`src/rtl/if_id_buf_pkg.sv`:
```
// Shared widths, hold codes and the NOP encoding
// used by the fetch/decode boundary.
package if_id_buf_pkg;

    localparam int HOLD_W = 3;
    localparam int ADDR_W = 32;
    localparam int DATA_W = 32;

    localparam logic [HOLD_W-1:0] Hold_None = 3'd0;
    localparam logic [HOLD_W-1:0] Hold_PC   = 3'd1;
    localparam logic [HOLD_W-1:0] Hold_PPL  = 3'd2;

    localparam logic [DATA_W-1:0] INST_NOP = 32'h0000_0013;

    typedef struct packed {
        logic [ADDR_W-1:0] addr;
        logic [DATA_W-1:0] data;
    } fetch_t;

    localparam int FETCH_W = $bits(fetch_t);

endpackage

```
`src/rtl/inst_fifo.sv`:
```
// Two-entry skid FIFO with flush; storage
// is not reset, only pointers and count.
module inst_fifo #(
    parameter int W = 64
) (
    input  logic         clk,
    input  logic         rst,
    input  logic         push,
    input  logic         pop,
    input  logic         flush,
    input  logic [W-1:0] din,
    output logic [W-1:0] dout,
    output logic [1:0]   cnt
);

    logic [W-1:0] mem [2];
    logic         wr_ptr;
    logic         rd_ptr;
    logic         do_push;
    logic         do_pop;

    assign do_pop  = pop && (cnt != 2'd0);
    assign do_push = push && ((cnt != 2'd2) || do_pop);
    assign dout    = mem[rd_ptr];

    // Pointer and occupancy bookkeeping; pointers wrap modulo 2.
    always_ff @(posedge clk or posedge rst) begin
        if (rst) begin
            wr_ptr <= 1'b0;
            rd_ptr <= 1'b0;
            cnt    <= 2'd0;
        end else if (flush) begin
            wr_ptr <= 1'b0;
            rd_ptr <= 1'b0;
            cnt    <= 2'd0;
        end else begin
            if (do_push) wr_ptr <= ~wr_ptr;
            if (do_pop)  rd_ptr <= ~rd_ptr;
            cnt <= cnt + {1'b0, do_push} - {1'b0, do_pop};
        end
    end

    // Entry storage; contents are don't-care while empty.
    always_ff @(posedge clk) begin
        if (do_push && !flush) mem[wr_ptr] <= din;
    end

endmodule

```
`src/rtl/if_id_buf.sv`:
```
// IF/ID boundary: skid FIFO absorbing fetches during
// pipeline holds, followed by the decode-facing register.
module if_id_buf
    import if_id_buf_pkg::*;
(
    input  logic              clk,
    input  logic              rst,
    input  logic [HOLD_W-1:0] hold_flag,
    input  logic              jump_flag,
    input  logic [ADDR_W-1:0] inst_addr_i,
    input  logic [DATA_W-1:0] inst_data_i,
    output logic [DATA_W-1:0] inst_o,
    output logic [ADDR_W-1:0] inst_addr_o,
    output logic              inst_valid_o,
    output logic              buf_full_o,
    output logic [1:0]        buf_cnt_o
);

    logic   in_vld;
    logic   adv;
    logic   empty;
    logic   pop;
    logic   bypass;
    logic   push;
    logic   room;
    fetch_t in_f;
    fetch_t head;
    logic [1:0] cnt;

    assign in_vld = (inst_data_i != '0);
    assign adv    = (hold_flag != Hold_PPL) && !jump_flag;
    assign empty  = (cnt == 2'd0);
    assign pop    = adv && !empty;
    assign bypass = adv && empty && in_vld;
    assign room   = (cnt != 2'd2) || pop;
    assign push   = in_vld && !jump_flag && !bypass && room;

    assign in_f.addr = inst_addr_i;
    assign in_f.data = inst_data_i;

    assign buf_full_o = (cnt == 2'd2);
    assign buf_cnt_o  = cnt;

    inst_fifo #(.W(FETCH_W)) u_fifo (
        .clk   (clk),
        .rst   (rst),
        .push  (push),
        .pop   (pop),
        .flush (jump_flag),
        .din   (in_f),
        .dout  (head),
        .cnt   (cnt)
    );

    // Decode-facing register: flush, then FIFO head, bypass or bubble.
    always_ff @(posedge clk or posedge rst) begin
        if (rst) begin
            inst_o       <= INST_NOP;
            inst_addr_o  <= '0;
            inst_valid_o <= 1'b0;
        end else if (jump_flag) begin
            inst_o       <= INST_NOP;
            inst_valid_o <= 1'b0;
        end else if (adv) begin
            if (!empty) begin
                inst_o       <= head.data;
                inst_addr_o  <= head.addr;
                inst_valid_o <= 1'b1;
            end else if (in_vld) begin
                inst_o       <= inst_data_i;
                inst_addr_o  <= inst_addr_i;
                inst_valid_o <= 1'b1;
            end else begin
                inst_o       <= INST_NOP;
                inst_valid_o <= 1'b0;
            end
        end
    end

endmodule
```
`config.mk`:
```
export PLATFORM = sky130hd
export DESIGN_NAME = if_id_buf
export DESIGN_NICKNAME = d
export VERILOG_FILES = /design/src/rtl/if_id_buf_pkg.sv /design/src/rtl/inst_fifo.sv /design/src/rtl/if_id_buf.sv
export SDC_FILE = /design/constraint.sdc
export NUM_CORES = 1
export LEC_CHECK = 0
export CAP_MARGIN = 10
export CORE_MARGIN = 3
export CORE_UTILIZATION = 25
export DETAILED_ROUTE_END_ITERATION = 10
export GPL_ROUTABILITY_DRIVEN = 0
export MAX_ROUTING_LAYER = met4
export PLACE_DENSITY_LB_ADDON = 0.25
export SETUP_SLACK_MARGIN = 0.2
export SLEW_MARGIN = 25
export SYNTH_ARGS = -nofsm -noshare
export SYNTH_HDL_FRONTEND = slang
export SYNTH_HIERARCHICAL = 1
export SYNTH_SLANG_ARGS = --single-unit
```
`constraint.sdc`:
```
create_clock -name clk -period 15.5 [get_ports clk]
set_clock_uncertainty 0.2 [all_clocks]
set_input_delay 3.1 -clock clk [delete_from_list [all_inputs] [get_ports clk]]
set_output_delay 3.1 -clock clk [all_outputs]
set_load 0.005 [all_outputs]
```
==> results.txt, run 1 <==
max-cap violations = 0
drt first pass iters = 4
Via density = 4.35
Worst Tran Pin Value = 801 ps
pwr/cell area = 113 nW/um2
leakage = 3.95 nW
Post-CTS Hold Buffers = 0
Max Buffers Root-to-Sink = 2
# nets final = 767
DR WL/cell = 18.8 um
Die Wd = 195 um
Hold Startpoint = inst_o[13]$_DFFE_PP0P_
pin count of the biggest net entering global routing = 62
DRC Markers = 0
Initial DRC Count = 212
post-CTS sizing = 0
worst r2r dst = u_fifo/mem[1][35]$_DFFE_PP_
postcts setup bufs = 0
min cycle time layout = 6060 ps
grt ovf = 0
Mapped Cells = 558
final antenna-violating net count = 0
maximum fanout along the worst path = 42
first-pass GRT wire length = 33600 um
placed wire-length estimate = 13900 um
Fin. Hold Viols = 0
port buffer count = 137
ys async rst share = 35.0%
CTS Buf Count = 17
flop and latch count out of synthesis = 197
CTS tree = yes
syn avg cell area = 16.1 um2
CP Launch Type = input port
I/O pin count = 138
Setup violations, final = 0
commonest non-fill, non-tap cells in the layout = 137 x clkdlybuf4s50_1, 128 x edfxtp_1, 125 x mux2i_1
# clock sinks = 197
Worst-Skew Late Latency = 440 ps
# diodes = 0
most common cell after layout, fill and taps aside = clkdlybuf4s50_1
Setup CP Type = in2reg
CP Data Required Time = 15400 ps
Worst setup EP type = flop
Initial Util = 25.7%
Die Span Y = 195 um
Post-synth EDFFs = 128
outcome = complete, no violations
Worst-path clk slew = 70 ps
CTS root buf = clkbuf_16
total die area = 38200 um2
Hold/Removal Path Class = reg2reg
RSZ-0062 raised after global routing = no
R2R setup slack = 12470 ps
worst r2r src = u_fifo/cnt[0]$_DFF_PP0_
Via Count = 5057
Max Slew Vio Count = 0
synth unique cells = 37
CP arrival = 5960 ps
Hold WS = 279 ps
setup TNS = 0 ps
cell area after synthesis = 8980 um2
total global-route track usage = 11.9%
Max transition margin = 46.5%
Hold Crit Depth = 2
R2R cell count = 6
H-tree depth = 4
number of placement rows = 68
Hold Crit Endpoint = inst_o[13]$_DFFE_PP0P_
part of the cycle the worst path needs = 39.1%
sequential fraction of the synthesis area = 62.1%
antenna violations before repair = 0
yosys warns = 6
vias in the first global route = 5379
Area Growth Syn to Fin = 26.6%
f_max = 0.165 GHz
share of cells above drive strength 1 = 19.9%
core area = 35000 um2
ys flop type = edfxtp_1
syn_nets = 630
Peak VDD IR = 0.0736 mV
final wirelength = 21900 um
[report_power, final]
group,leakage (nW),internal (W),switching [W]
Clock,0.293,0.000243,0.000214
Sequential,2.00,0.000596,0.0000231
Combinational,1.65,0.000117,0.0000857
Total,3.95,0.000956,0.000323
[routing by layer]
layer,routed length (um),global-route usage (%),vias up
met4,316,3.51,0
met3,619,2.36,16
met5,0,-,-
met1,9860,14.5,2578
li1,-,-,2377
met2,11100,20.1,86
[sequential cells by signal, summed over array words and instances, names as in the netlist]
register / count
inst_addr_o: 32
u_fifo/rd_ptr: 1
inst_valid_o: 1
u_fifo/cnt: 2
u_fifo/mem: 128
u_fifo/wr_ptr: 1
inst_o: 32
[cells in the mapped netlist (all sizes together), types with 3 or more instances]
master  number  area (um2)
edfxtp     128        3840
o22a         3        26.3
dfstp        3        78.8
mux2i      125        1250
buf         25         236
o21a         5        38.8
nor4         8        50.1
mux2        97        1280
clkbuf       4        15.0
dfrtp       66        1650
inv          6        25.0
nor2         8        40.0
nand2       31         116
nor2b        3        18.8
o21ai       30         150
[layout make-up]
cell class              count  area [um2]
clock buffers              17         425
well taps                 455         569
inverters                   6        26.3
multi-input cells         326        3150
clock inverters            15         166
flip-flops and latches    197        5580
fillers                  3469       23600
repair buffers            147        1450
[through the flow]
step	util [%]	cell area [um2]	power [W]	setup WS [ps]	cells
floorplan	-	8980	0.000733	6040	558
detailed placement	30.8	10800	0.000839	8900	1131
CTS	32.5	11400	0.00130	9370	1163
finish	32.5	11400	0.00128	9440	1163
global route	32.5	11400	0.00134	9300	1163
global placement	30.8	10800	0.000837	8910	1131
[kinds of logic (layout without fill, tap and decap cells)]
group | count (synthesis) | after routing | synth area share [%]
simple gates | 58 | 58 | 3.23
compound gates | 41 | 41 | 2.77
flops | 197 | 197 | 62.1
buf+inv | 35 | 185 | 3.08
fa+ha+maj | 2 | 2 | 0.279
mux | 222 | 222 | 28.2
xor+xnor | 3 | 3 | 0.293
[how the worst max path moves through the flow]
stage	from	endpoint	slack [ps]	depth (start not counted)
2_1_floorplan	hold_flag[0]	u_fifo/mem[1][0]$_DFFE_PP_	6040	6
3_3_place_gp	inst_data_i[25]	u_fifo/cnt[0]$_DFF_PP0_	8910	11
3_5_place_dp	inst_data_i[25]	u_fifo/cnt[0]$_DFF_PP0_	8900	11
4_1_cts	inst_data_i[25]	u_fifo/cnt[0]$_DFF_PP0_	9370	11
5_1_grt	inst_data_i[25]	u_fifo/mem[1][17]$_DFFE_PP_	9300	9
6_report	inst_data_i[25]	u_fifo/mem[1][35]$_DFFE_PP_	9440	9
[critical path, stage by stage]
cell and delay [ps]:
clkdlybuf4s50_1 470, nor4_1 500, nand4_1 350, nor2_4 180
buf_4 560, nor2_1 170, o31ai_4 130, nor3b_2 90
buf_4 320
(Power assumes the default switching activity.)
==> run 2, diff against run 1 <==
clock period = 5.74 ns   (was 15.5 ns; I/O delays follow)
==> run 2 against run 1 <==
Compared with the run above: final area increased by 0.33%; via count decreased by 0.61%; first-iteration DRC count decreased by 9.9%; clock power increased to 2.7 times the previous value; largest power group unchanged; critical endpoint is now u_fifo/mem[1][40]$_DFFE_PP_; register-to-register slack got worse by 9700 ps; total power increased to 2.7 times the previous value; wire length increased by 1.1%; sequential share of layout area decreased by 0.16 points; flip-flop and latch count unchanged.
==> results.txt, run 2 (synthesis results as in run 1) <==
Worst setup EP type = flop
footprint of the multi-input gates = 3170 um2 (+0.56%)
total power = 0.00347 W (+170%)
pin count of the biggest net entering global routing = 43 (-31%)
final antenna-violating net count = 0 (unchanged)
number of placement rows = 68 (unchanged)
# clock sinks = 197 (unchanged)
DR WL/cell = 19.1 um (+1.2%)
Worst-path clk slew = 70 ps (about the same)
post-CTS sizing = 0 (unchanged)
Via density = 4.33 (-0.53%)
Via Count = 5026 (-0.61%)
min cycle time layout = 4030 ps
leakage = 3.95 nW (about the same)
CTS tree = yes
max reg flops = 128 (unchanged)
outcome = complete, no violations
Worst Tran Pin Value = 867 ps (+66.4 ps)
Worst-Skew Late Latency = 430 ps (about the same)
Area Growth Syn to Fin = 27.0%
first-pass GRT wire length = 34400 um (+2.4%)
Top Registers = u_fifo/mem (128), inst_addr_o (32), inst_o (32)
Die Span Y = 195 um (unchanged)
Fin. Hold Viols = 0 (unchanged)
Top reg by flops = u_fifo/mem
fill cell count = 3462 (-0.20%)
final core occ = 32.6% (+0.11 points)
core area = 35000 um2 (unchanged)
Hold/Removal Path Class = reg2reg
Setup violations, final = 0 (unchanged)
port buffer count = 137 (unchanged)
DRC Markers = 0 (unchanged)
Max Buffers Root-to-Sink = 2 (unchanged)
post-route cell area = 11400 um2 (+0.33%)
antenna violations before repair = 0 (unchanged)
Die Wd = 195 um (unchanged)
CP Data Required Time = 5610 ps (-9790 ps)
register area = 5580 um2 (unchanged)
Peak VDD IR = 0.197 mV (+170%)
CTS Buf Count = 17 (unchanged)
most common cell after layout, fill and taps aside = clkdlybuf4s50_1
DP Area = 10800 um2 (+0.35%)
drt first pass iters = 4 (unchanged)
Post-CTS Hold Buffers = 0 (unchanged)
total die area = 38200 um2 (unchanged)
H-tree depth = 4 (unchanged)
postcts setup bufs = 0 (unchanged)
total global-route track usage = 12.1% (+0.15 points)
max-cap violations = 0 (unchanged)
grt ovf = 0 (unchanged)
Initial Util = 25.7% (unchanged)
# diodes = 0 (unchanged)
part of the cycle the worst path needs = 70.2%
Initial DRC Count = 191 (-9.9%)
I/O pin count = 138 (unchanged)
vias in the first global route = 5466 (+1.6%)
CP arrival = 3900 ps (-2060 ps)
Max transition margin = 42.1% (-4.4 points)
placed wire-length estimate = 14300 um (+3.1%)
commonest non-fill, non-tap cells in the layout = 137 x clkdlybuf4s50_1, 128 x edfxtp_1, 125 x mux2i_1
Max Slew Vio Count = 0 (unchanged)
pwr/cell area = 304 nW/um2 (+170%)
CTS root buf = clkbuf_16
CP Launch Type = input port
maximum fanout along the worst path = 36 (-14%)
final wirelength = 22200 um (+1.1%)
RSZ-0062 raised after global routing = no
setup TNS = 0 ps (unchanged)
share of cells above drive strength 1 = 19.9% (+0.028 points)
f_max = 0.248 GHz
Setup CP Type = in2reg
# nets final = 767 (unchanged)
[run 2: power by group]
part	internal (W)	switching, W	total [W]
Combinational	0.000320	0.000236	0.000557
Clock	0.000655	0.000584	0.00124
Sequential	0.00161	0.0000637	0.00167
Total	0.00259	0.000884	0.00347
[run 2: final cells by class]
cell class | count | area share (%)
well taps | 455 | 4.99
clock buffers | 17 | 3.73
inverters | 6 | 0.230
repair buffers | 147 | 12.9
clock inverters | 14 | 1.49
multi-input cells | 326 | 27.8
flip-flops and latches | 197 | 48.9
[run 2: final timing paths]
| kind | slack (ps) | startpoint | cells after the start | end |
|---|---|---|---|---|
| max | 1710 | jump_flag | 7 | u_fifo/mem[1][40]$_DFFE_PP_ |
| min | 280 | inst_o[17]$_DFFE_PP0P_ | 2 | inst_o[17]$_DFFE_PP0P_ |
| max reg2reg | 2800 | u_fifo/cnt[0]$_DFF_PP0_ | 6 | u_fifo/mem[1][40]$_DFFE_PP_ |
| min reg2reg | 280 | inst_o[17]$_DFFE_PP0P_ | 2 | inst_o[17]$_DFFE_PP0P_ |
| max in group asynchronous | 3360 | rst | 3 | inst_o[13]$_DFFE_PP0P_ |
| min in group asynchronous | 840 | rst | 2 | u_fifo/wr_ptr$_DFFE_PP0P_ |
[run 2: critical path: stages]
cell             delay, ps
clkdlybuf4s50_1        780
inv_1                  310
nand3_4                150
inv_4                  520
o31ai_4                220
nor3b_4                220
buf_4                  490
[run 2: metrics by stage]
stage	cells	hold WS, ps	setup WS, ps
after floorplan	558	273	508
after global placement	1130	263	1310
after detailed placement	1131	271	1240
after CTS	1162	287	1730
after global routing	1162	302	1500
final	1162	282	1710
[run 2: per-layer routing]
| metal | share of wire [%] | wire, um | track usage, % | vias up |
|---|---|---|---|---|
| met5 | 0 | 0 | - | - |
| met4 | 0.96 | 212 | 2.85 | 0 |
| met3 | 2.7 | 594 | 2.19 | 16 |
| met2 | 49 | 10900 | 19.6 | 90 |
| met1 | 47 | 10500 | 15.8 | 2542 |
| li1 | - | - | - | 2378 |
==> run 3, diff against run 2 <==
clock period = 3.69 ns   (was 5.74 ns; I/O delays follow)
==> run 3 against run 2 <==
Compared with the run above: core utilization is 0.32 points higher; worst hold slack got worse by 2.0 ps; combinational power increased by 56%; total power grew 54%; critical path depth is 3 higher; clock power grew 52%; setup slack worse by 1000 ps; largest cell class unchanged.
==> results.txt, run 3 (synthesis results as in run 1) <==
CP Data Required Time = 3820 ps (-1790 ps)
grt ovf = 0 (unchanged)
CTS Buf Count = 17 (unchanged)
postcts setup bufs = 0 (unchanged)
max reg flops = 128 (unchanged)
total global-route track usage = 11.9% (-0.21 points)
Max Slew Vio Count = 0 (unchanged)
# diodes = 0 (unchanged)
pin count of the biggest net entering global routing = 41 (-4.7%)
global routing's busiest layer = met2
Peak VDD IR = 0.306 mV (+56%)
Worst-path clk slew = 80 ps (about the same)
Worst-Skew Late Latency = 440 ps (about the same)
Hold Startpoint = inst_o[17]$_DFFE_PP0P_
Die Wd = 195 um (unchanged)
commonest non-fill, non-tap cells in the layout = 137 x clkdlybuf4s50_1, 128 x edfxtp_1, 125 x mux2i_1
Hold/Removal Path Class = reg2reg
setup TNS = 0 ps (unchanged)
CP arrival = 3130 ps (-770 ps)
max-cap violations = 0 (unchanged)
CP Launch Type = input port
CTS root buf = clkbuf_16
core area = 35000 um2 (unchanged)
I/O pin count = 138 (unchanged)
Via Count = 5124 (+1.9%)
Post-CTS Hold Buffers = 0 (unchanged)
pwr/cell area = 465 nW/um2 (+53%)
drt first pass iters = 4 (unchanged)
post-CTS sizing = 0 (unchanged)
final wirelength = 21800 um (-1.6%)
RSZ-0062 raised after global routing = no
min cycle time layout = 3000 ps
outcome = complete, no violations
M2 GR Usage = 20.3% (+0.70 points)
DR WL/cell = 18.6 um (-2.2%)
antenna violations before repair = 0 (unchanged)
Worst Setup SP = inst_data_i[26]
Area Growth Syn to Fin = 28.3%
most common cell after layout, fill and taps aside = clkdlybuf4s50_1
Placed Cells = 1138 (+0.62%)
Worst Tran Pin Value = 857 ps (-9.72 ps)
worst r2r src = u_fifo/cnt[1]$_DFF_PP0_
final core occ = 32.9% (+0.32 points)
Top Registers = u_fifo/mem (128), inst_addr_o (32), inst_o (32)
DRC Markers = 0 (unchanged)
worst r2r dst = u_fifo/mem[1][37]$_DFFE_PP_
Initial DRC Count = 201 (+5.2%)
Setup CP Type = in2reg
final antenna-violating net count = 0 (unchanged)
Initial Util = 25.7% (unchanged)
Worst setup EP type = flop
placed wire-length estimate = 13500 um (-5.4%)
CTS tree = yes
Finished Layout Cells = 1169 (+0.60%)
GR Util met3 = 2.78% (+0.59 points)
part of the cycle the worst path needs = 81.3%
number of placement rows = 68 (unchanged)
total die area = 38200 um2 (unchanged)
f_max = 0.333 GHz
Max Buffers Root-to-Sink = 2 (unchanged)
Die Span Y = 195 um (unchanged)
Setup violations, final = 0 (unchanged)
Top reg by flops = u_fifo/mem
leakage = 4.00 nW (+1.4%)
port buffer count = 137 (unchanged)
R2R cell count = 7 (+1)
Hold Crit Endpoint = inst_o[17]$_DFFE_PP0P_
Via density = 4.38 (+1.3%)
# nets final = 774 (+0.91%)
# clock sinks = 197 (unchanged)
first-pass GRT wire length = 33300 um (-3.2%)
share of cells above drive strength 1 = 21.0% (+1.1 points)
maximum fanout along the worst path = 4 (-89%)
R2R setup slack = 1180 ps (-1620 ps)
routing usage on met1 = 14.3% (-1.5 points)
post-route cell area = 11500 um2 (+0.99%)
vias in the first global route = 5375 (-1.7%)
Max transition margin = 42.8% (+0.79 points)
Fin. Hold Viols = 0 (unchanged)
H-tree depth = 4 (unchanged)
DP Area = 10900 um2 (+1.1%)
Hold Crit Depth = 2 (unchanged)
-- run 3: final cells by class --
class                           count  area, um2
Tap cell                          455        569
Sequential cell                   197       5580
Clock inverter                     14        161
Timing Repair Buffer              154       1570
Fill cell                        3447      23500
Clock buffer                       17        425
Inverter                            6       26.3
Multi-Input combinational cell    326       3180
-- run 3: routing by layer --
| metal | routed length (um) | share of wire [%] |
|---|---|---|
| met5 | 0 | 0 |
| met4 | 167 | 0.77 |
| met3 | 735 | 3.4 |
| met2 | 11200 | 52 |
| met1 | 9650 | 44 |
-- run 3: critical path, cell delays in order --
cell,delay [ps]
clkdlybuf4s50_1,480
nor4_1,480
nand4_1,350
nor2_4,210
nor2_2,60
o31ai_4,100
ha_1,300
inv_1,60
ha_1,210
nor2b_1,120
-- run 3: per-stage QoR --
step                setup WS, ps  hold WS, ps  power, W
CTS                          676          289   0.00545
floorplan                   -111          273   0.00308
detailed placement           195          271   0.00354
global route                 549          319   0.00561
finish                       691          280   0.00535
global placement             201          262   0.00353
-- run 3: how the worst max path moves through the flow --
| stage | cells after the start | endpoint |
|---|---|---|
| 6_report | 10 | u_fifo/cnt[0]$_DFF_PP0_ |
| 5_1_grt | 10 | u_fifo/cnt[0]$_DFF_PP0_ |
| 4_1_cts | 10 | u_fifo/cnt[0]$_DFF_PP0_ |
| 3_5_place_dp | 10 | u_fifo/cnt[0]$_DFF_PP0_ |
| 3_3_place_gp | 10 | u_fifo/cnt[0]$_DFF_PP0_ |
| 2_1_floorplan | 6 | u_fifo/mem[1][0]$_DFFE_PP_ |
-- run 3: power breakdown --
part / internal [W] / leakage, nW / switching [W]
combinational: 0.000503 / 1.72 / 0.000367
clock: 0.000963 / 0.282 / 0.000915
sequential: 0.00250 / 2.00 / 0.0000981
total: 0.00397 / 4.00 / 0.00138
==> variant, RTL diff (config.mk and constraints of run 3) <==
The package constant `DATA_W` goes from 32 to 48.
--- a/src/rtl/if_id_buf_pkg.sv
+++ b/src/rtl/if_id_buf_pkg.sv
@@ -5,5 +5,5 @@
     localparam int HOLD_W = 3;
     localparam int ADDR_W = 32;
-    localparam int DATA_W = 32;
+    localparam int DATA_W = 48;
 
     localparam logic [HOLD_W-1:0] Hold_None = 3'd0;
Ports: changed (resized inst_data_i and inst_o); port bits go from 138 to 170. No check against the original RTL was run, so the function may have changed too.
==> variant against run 3 <==
- power is 26% higher
- via count is 35% higher
- final area is 21% higher
- fmax is 4.5% lower
- area after synthesis is 18% higher
- die area is 17% higher
- routed wire length is 43% higher
- register-to-register slack worse by 0.35 ns
- worst setup slack worse by 0.14 ns
- sequential cell count is 48 higher
- sequential share of layout area is 1.5 points higher
- critical path type is now reg2out
- critical endpoint is now buf_full_o
- largest power group unchanged
==> variant: results (changes against run 3) <==
| Metric | Value |
|---|---|
| Synthesis-to-finish area growth | `31.0% (was 28.3%)` |
| Nets@finish | `961 (was 774)` |
| Largest registers | `u_fifo/mem (160), inst_o (48), inst_addr_o (32) (was u_fifo/mem (128), inst_addr_o (32), inst_o (32))` |
| Layout non-clock buf frac | `0.148 (was 0.137)` |
| Crit path max fanout | `14 (was 4)` |
| Synth top cells by count | `160 x edfxtp_1, 82 x dfrtp_1, 80 x mux2_1 (was 128 x edfxtp_1, 125 x mux2i_1, 66 x dfrtp_1)` |
| Status | `finished clean (unchanged)` |
| Number of synthesized register bits | `245 (was 197)` |
| Power Clock | `2.53 mW (was 1.88 mW)` |
| RR Startpoint | `u_fifo/cnt[0] (was u_fifo/cnt[1])` |
| Worst-path clk slew | `0.06 ns (was 0.08 ns)` |
| H-tree Lvls | `1 (was 4)` |
| Final wirelength | `31,200 um (was 21,800 um)` |
| Finished Layout Cells | `1,427 (was 1,169)` |
| Sequential cell fraction of total power | `0.478 (was 0.486)` |
| # placed instances | `1,375 (was 1,138)` |
| P_leak | `4.90 nW (was 4.00 nW)` |
| Switching Fraction | `0.238 (was 0.258)` |
| Syn Nets | `779 (was 630)` |
| Post-synthesis adder-cell area fraction | `0.00236 (was 0.00279)` |
| Met2 routed WL | `14,400 um (was 11,200 um)` |
| Synth Instances | `691 (was 558)` |
| First-iteration detailed-routing DRC count | `403 (was 201)` |
| Post-synthesis xor/xnor area fraction | `0.00248 (was 0.00293)` |
| Clock latency at the later pin of the worst-skew pair | `0.53 ns (was 0.44 ns)` |
| #MultiIn Comb | `387 (was 326)` |
| Place WS | `-0.0826 ns (was 0.195 ns)` |
| WL met1 | `14,600 um (was 9650 um)` |
| Hold_ws | `0.294 ns (was 0.280 ns)` |
| WHS Path Cells | `1 (was 2)` |
| Pin count of the biggest net entering global routing | `47 (was 41)` |
| Buffers on Ports | `169 (was 137)` |
| Clk buf depth | `3 (was 2)` |
| Multi-input logic portion of the cell area | `0.243 (was 0.276)` |
| Final min period | `3.14 ns (was 3.00 ns)` |
| Synth area leaders | `edfxtp_1 45%, dfrtp_1 19%, mux2_1 8.5% (was edfxtp_1 43%, dfrtp_1 18%, mux2i_1 14%)` |
| WP data arrival | `2.20 ns (was 3.13 ns)` |
| Critical Path Sink | `buf_full_o (was u_fifo/cnt[0])` |
| HP Start | `inst_valid_o (was inst_o[17])` |
| Met3 wire len | `1720 um (was 735 um)` |
| Register area share after synthesis | `0.655 (was 0.621)` |
| Reg2reg end | `u_fifo/mem[1][64] (was u_fifo/mem[1][37])` |
| Buffers outside the clock class | `207 (was 154)` |
| Post-Place Cell Area | `13,000 um2 (was 10,900 um2)` |
| Hold endpoint | `inst_valid_o (was inst_o[17])` |
| Met1 Use GR | `0.196 (was 0.143)` |
| Total track usage | `0.142 (was 0.119)` |
| CTS Buf Count | `28 (was 17)` |
| Crit. Startpoint | `u_fifo/cnt[1] (was inst_data_i[26])` |
| First-pass GRT wire length | `47,200 um (was 33,300 um)` |
| Seq area share | `0.500 (was 0.484)` |
| Vias in the first global route | `7,332 (was 5,375)` |
variant: changes by cell type after synthesis, moves of 30 or more:
| cell | run 3 | this run |
|---|---|---|
| mux2i_1 | 125 | 36 |
| mux2_1 | 14 | 80 |
| mux2_4 | 51 | 1 |
| and2_1 | 0 | 44 |
| a221o_1 | 0 | 40 |
| a31oi_1 | 0 | 35 |
| edfxtp_1 | 128 | 160 |
| mux2_2 | 32 | 0 |
| o21bai_1 | 0 | 32 |
| o41ai_1 | 0 | 32 |
| or3_1 | 0 | 32 |
| nand2_1 | 31 | 1 |
variant: cells by family (layout without fill, tap and decap cells):
family | Yosys count | count (layout)
mux | 117 | 117
xor+xnor | 3 | 3
simple gates | 115 | 115
fa+ha+maj | 2 | 2
buf+inv | 59 | 263
flops | 245 | 245
compound gates | 150 | 150
variant: critical path, stage by stage, from the launching register on:
cell             delay [ns]
dfrtp_1                0.67
nor2b_1                0.41
clkdlybuf4s50_1        0.58
